File: src/rtl/bash_hash_arb.sv
// bash_hash_arb: round-robin arbiter sharing one bash-f permutation core
// among NREQ requesters. Sequence per grant: IDLE -> LOAD -> START -> BUSY -> DONE.
//
// Ports:
//   clk_i         clock, rising edge
//   rst_ni        synchronous active-low reset
//   req_i         per-requester request, held until its done_o pulse
//   grant_o       one-hot owner, valid LOAD..DONE, zero in IDLE
//   sel_o         binary owner index for the core input mux
//   done_o        one-cycle completion pulse to the owner
//   core_prep_o   one-cycle block-load pulse to the core
//   core_start_o  one-cycle start pulse to the core
//   core_rdy_i    core ready (low while permuting)
//   busy_o        high in every state except IDLE
//   err_o         one-cycle watchdog timeout pulse
//
// Optional feature: define BASH_ARB_WDOG_EN to enable the BUSY watchdog
// (limit TIMEOUT cycles). Without it err_o is constant 0 and BUSY waits forever.
module bash_hash_arb #(
  parameter int unsigned NREQ    = 2,
  parameter int unsigned TIMEOUT = 31
) (
  input  logic                    clk_i,
  input  logic                    rst_ni,
  input  logic [NREQ-1:0]         req_i,
  output logic [NREQ-1:0]         grant_o,
  output logic [$clog2(NREQ)-1:0] sel_o,
  output logic [NREQ-1:0]         done_o,
  output logic                    core_prep_o,
  output logic                    core_start_o,
  input  logic                    core_rdy_i,
  output logic                    busy_o,
  output logic                    err_o
);

  localparam int unsigned SEL_W = $clog2(NREQ);
  localparam int unsigned WD_W  = 5;

  if (NREQ < 2 || NREQ > 4) begin : g_bad_nreq
    $error("bash_hash_arb: NREQ must be 2..4");
  end
  if (TIMEOUT < 1 || TIMEOUT > 31) begin : g_bad_timeout
    $error("bash_hash_arb: TIMEOUT must be 1..31");
  end

  typedef enum logic [2:0] {
    S_IDLE  = 3'd0,
    S_LOAD  = 3'd1,
    S_START = 3'd2,
    S_BUSY  = 3'd3,
    S_DONE  = 3'd4
  } state_e;

  state_e            state_q, state_d;
  logic [SEL_W-1:0]  owner_q, owner_d;
  logic [SEL_W-1:0]  rr_ptr_q, rr_ptr_d;
  logic              seen_low_q, seen_low_d;
  logic [SEL_W-1:0]  win, cand, ptr_next;
  logic              found;
  logic              timeout;

  logic [NREQ-1:0]   grant_d, done_d;
  logic [SEL_W-1:0]  sel_d;
  logic              prep_d, start_d, busy_d, err_d;

`ifdef BASH_ARB_WDOG_EN
  logic [WD_W-1:0]   wdog_q, wdog_d;
`endif

  // Round-robin pick: first requester at or after rr_ptr, wrapping to 0.
  always_comb begin
    found = 1'b0;
    win   = '0;
    cand  = '0;
    for (int unsigned i = 0; i < NREQ; i++) begin
      cand = SEL_W'((32'(rr_ptr_q) + i) % NREQ);
      if (!found && req_i[cand]) begin
        found = 1'b1;
        win   = cand;
      end
    end
  end

  assign ptr_next = SEL_W'((32'(owner_q) + 32'd1) % NREQ);

  // Next state plus next-cycle output values decoded from the next state.
  always_comb begin
    state_d    = state_q;
    owner_d    = owner_q;
    rr_ptr_d   = rr_ptr_q;
    seen_low_d = seen_low_q;
    timeout    = 1'b0;
`ifdef BASH_ARB_WDOG_EN
    wdog_d     = wdog_q;
`endif
    grant_d    = '0;
    sel_d      = '0;
    done_d     = '0;
    prep_d     = 1'b0;
    start_d    = 1'b0;
    busy_d     = 1'b0;
    err_d      = 1'b0;

    case (state_q)
      S_IDLE: begin
        if (found) begin
          owner_d = win;
          state_d = S_LOAD;
        end
      end
      S_LOAD:  state_d = S_START;
      S_START: begin
        state_d    = S_BUSY;
        seen_low_d = 1'b0;
`ifdef BASH_ARB_WDOG_EN
        wdog_d     = '0;
`endif
      end
      S_BUSY: begin
        if (!core_rdy_i) seen_low_d = 1'b1;
        // rdy only counts once the core has been seen low in this BUSY
        if (core_rdy_i && seen_low_q) begin
          state_d = S_DONE;
        end else begin
`ifdef BASH_ARB_WDOG_EN
          if (wdog_q == WD_W'(TIMEOUT - 1)) begin
            timeout  = 1'b1;
            rr_ptr_d = ptr_next;
            state_d  = S_IDLE;
          end else begin
            wdog_d = wdog_q + WD_W'(1);
          end
`endif
        end
      end
      S_DONE: begin
        rr_ptr_d = ptr_next;
        state_d  = S_IDLE;
      end
      default: state_d = S_IDLE;
    endcase

    if (state_d != S_IDLE) begin
      grant_d = NREQ'(1) << owner_d;
      sel_d   = owner_d;
      busy_d  = 1'b1;
    end
    if (state_d == S_DONE) done_d = NREQ'(1) << owner_d;
    prep_d  = (state_d == S_LOAD);
    start_d = (state_d == S_START);
    err_d   = timeout;
  end

  // State and registered outputs.
  always_ff @(posedge clk_i) begin
    if (!rst_ni) begin
      state_q      <= S_IDLE;
      owner_q      <= '0;
      rr_ptr_q     <= '0;
      seen_low_q   <= 1'b0;
      grant_o      <= '0;
      sel_o        <= '0;
      done_o       <= '0;
      core_prep_o  <= 1'b0;
      core_start_o <= 1'b0;
      busy_o       <= 1'b0;
      err_o        <= 1'b0;
`ifdef BASH_ARB_WDOG_EN
      wdog_q       <= '0;
`endif
    end else begin
      state_q      <= state_d;
      owner_q      <= owner_d;
      rr_ptr_q     <= rr_ptr_d;
      seen_low_q   <= seen_low_d;
      grant_o      <= grant_d;
      sel_o        <= sel_d;
      done_o       <= done_d;
      core_prep_o  <= prep_d;
      core_start_o <= start_d;
      busy_o       <= busy_d;
      err_o        <= err_d;
`ifdef BASH_ARB_WDOG_EN
      wdog_q       <= wdog_d;
`endif
    end
  end

endmodule

File: config.mk
export PLATFORM = sky130hd
export DESIGN_NAME = bash_hash_arb
export DESIGN_NICKNAME = d
export VERILOG_FILES = /design/src/rtl/bash_hash_arb.sv
export SDC_FILE = /design/constraint.sdc
export NUM_CORES = 1
export LEC_CHECK = 0
export BUFFER_PORTS_ARGS = -buffer_cell sky130_fd_sc_hd__buf_2
export CORE_MARGIN = 2
export CORE_UTILIZATION = 35
export CTS_BUF_LIST = sky130_fd_sc_hd__clkbuf_8
export DETAILED_ROUTE_END_ITERATION = 8
export GPL_ROUTABILITY_DRIVEN = 0
export PLACE_DENSITY = 0.56
export SYNTH_ARGS = -nofsm -noshare
export SYNTH_HDL_FRONTEND = slang
export SYNTH_SLANG_ARGS = --single-unit
File: constraint.sdc
create_clock -name clk_i -period 1.5 [get_ports clk_i]
set_input_delay 0.075 -clock clk_i [delete_from_list [all_inputs] [get_ports clk_i]]
set_output_delay 0.075 -clock clk_i [all_outputs]
set_load 0.02 [all_outputs]
==> impl_results.md <==
- DP Area: 561 um^2
- Starting density of the core: 37.7%
- Fin Hold WS: 121 ps
- Post-CTS Setup Bufs: 0
- Max Clock Skew: 4.45 ps
- Peak Freq: 841 MHz
- Max FO, Critical Path: 8
- Clock Latency Late Sink: 240 ps
- Critical path endpoint category: flip-flop
- Logic pwr share: 13.8%
- Internal Power: 595 uW
- Worst min path class: in2reg
- Pre-antenna DRT Iters: 2
- Layout cells sized above 1: 36.1%
- Sequential area share after synthesis: 52.4%
- Max incr delay on CP: 480 ps
- Sequential power share: 49.6%
- Fill cell total of the finished layout: 131
- Clock transition at the registers of the reported paths: 50 ps
- Avg Inst Size Synth: 10.6 um^2
- Die Y: 41.7 um
- Post-layout minimum cycle time: 1190 ps
- CTS Buffer Depth: 2
- Max FFs per register: 3
- Worst-path cell chain: nor3_2, and2_4, o311a_1
- Global-route wire length before repair: 1.33 mm
- Biggest regs: state_q (3), done_o (2), grant_o (2)
- Setup Viol. Count Final: 0
- CTS sink count: 13
- Count of non-filler cells in the finished layout: 76
- Slew Limit Fails: 0
- Grt total ovfl: 0
- Slowest stage cell, crit path: dfxtp_1
- Status: completed
- Clock share of power: 36.6%
- Dpl ws: 326 ps
- EDFF count, synth: 0
- Worst EP arrival: 1310 ps
- ANT cells: 0
- Via count: 368
- Top Ports: 14
- Sw Pwr: 192 uW
- TritonCTS buffer count: 3
- Initial antenna violation count: 0
- Final net count: 67
- Power per cell area: 1300 nW/um^2
- Most numerous cell in the Yosys netlist: dfxtp_1
- Post-synth top flop: dfxtp_1
- Largest net degree at the start of global routing: 9
- # resized after CTS: 0
- Syn_nets: 52
- CP Launch Type: flip-flop
- Setup CP Type: reg2reg
- Tot GR Track Use: 10.4%
- PortBufs: 12
- Cell area after synthesis: 497 um^2
- Core area: 1320 um^2
- CTS tree: done
- Placed cell count: 72
- DRT Wirelength: 781 um
- Worst setup margin: 311 ps
- Warnings from Yosys: 0
- Setup TNS: 0 ps
- Post-DR wirelength/cell: 10.3 um
- Post-synth top area share: 52.4%
- Post-synthesis register bit count: 13
- Multi-input logic area: 214 um^2
- Most flops, register: state_q
- Power, Total: 787 uW
- Sw Ratio: 24.3%
- Post-DRT Antenna Nets: 0
- Sequential Area: 260 um^2
- Via density: 4.84
- Die ar.: 1740 um^2
- Drt drc: 0
- Vias in the first global route: 304
- Final core utilization: 46.0%
- Synth top area cells: dfxtp_1, nand2b_1, a21oi_1
- Final Hold Viols: 0
- Largest area contributor in the netlist: dfxtp_1
- Distinct cells, synth: 24
- Maximum vdd drop: 0.000795 V
- Rows: 13
- Max Cap Violations: 0
- Async SR Flop Fraction: 0%
- DP Wirelength: 598 um
- Post-synthesis cell count: 47
- Hold_buf cts: 0
- Lkg Pwr: 0.286 nW
- Design area: 606 um^2
- Clk root buf: clkbuf_8
- Area grow syn2layout: 21.9%
- Commonest cells post-synth: dfxtp_1, a21oi_1, nand2b_1
- Unrepaired setup endpoints after global routing: no
- DR iter-0 viols: 2
- H-Tree Depth: 1
- Crit path required time: 1620 ps
- Die width: 41.7 um
- Period utilization: 79.3%
power groups by stage:
| stage | Sequential [mW] | Clock, mW | Combinational (mW) |
|---|---|---|---|
| floorplan | 0.411 | 0 | 0.0645 |
| global placement | 0.397 | 0 | 0.110 |
| detailed placement | 0.397 | 0 | 0.108 |
| CTS | 0.390 | 0.304 | 0.109 |
| global route | 0.392 | 0.318 | 0.120 |
| finish | 0.390 | 0.288 | 0.108 |
cell usage in the layout (no fill, tap or decap):
cell      count
a21oi_1       4
or2_4         1
and2_4        1
nor2_2        1
nand2b_1      4
nor2_1        2
nand3_1       1
and4_1        1
o41ai_2       1
conb_1        1
nor3_2        1
a21boi_1      1
and3_2        1
o221a_2       1
o311a_1       1
nor3b_1       1
inv_1         3
clkbuf_8      3
buf_2        12
and3b_1       1
a31oi_1       1
nor3_1        2
dfxtp_1      13
a311oi_1      2
o21a_1        1
kinds of logic after synthesis:
logic type	Yosys count	share of synthesized area, %
flip-flops	13	52.4
buffers and inverters	4	4.53
other	1	0.755
AO/OA/AOI/OAI	12	19.4
AND/OR/NAND/NOR	17	22.9
worst paths after layout:
path | start | end | slack (ps) | depth (start not counted)
worst max-delay path | state_q[0]$_SDFF_PN0_ | grant_o[0]$_SDFF_PN0_ | 310 | 3
worst min-delay path | rst_ni | state_q[0]$_SDFF_PN0_ | 120 | 2
worst max register to register | state_q[0]$_SDFF_PN0_ | grant_o[0]$_SDFF_PN0_ | 310 | 3
worst min register to register | rr_ptr_q$_SDFFE_PN0N_ | rr_ptr_q$_SDFFE_PN0N_ | 510 | 2
per-layer routing:
metal	GRT usage, %	routed length (um)	vias to the layer above
met5	0	0	-
met4	3.87	0	0
met3	8.26	72	0
met2	12.8	275	15
met1	13.2	433	154
li1	-	-	199
area by class of cell:
| type | instances | area share [%] |
|---|---|---|
| Clock inverter | 1 | 0.620 |
| Clock buffer | 3 | 6.82 |
| Sequential cell | 13 | 43.0 |
| Timing Repair Buffer | 12 | 9.92 |
| Tap cell | 15 | 3.10 |
| Inverter | 2 | 1.24 |
| Multi-Input combinational cell | 30 | 35.3 |
worst max-delay path, delay by kind of cell, from the launching register on:
kind,cells,cell delay (ps)
DFF,1,480
AOI/OAI and AO/OA,1,340
and+or+nand+nor,2,240
Note: power is estimated with default switching activity, not from simulation.
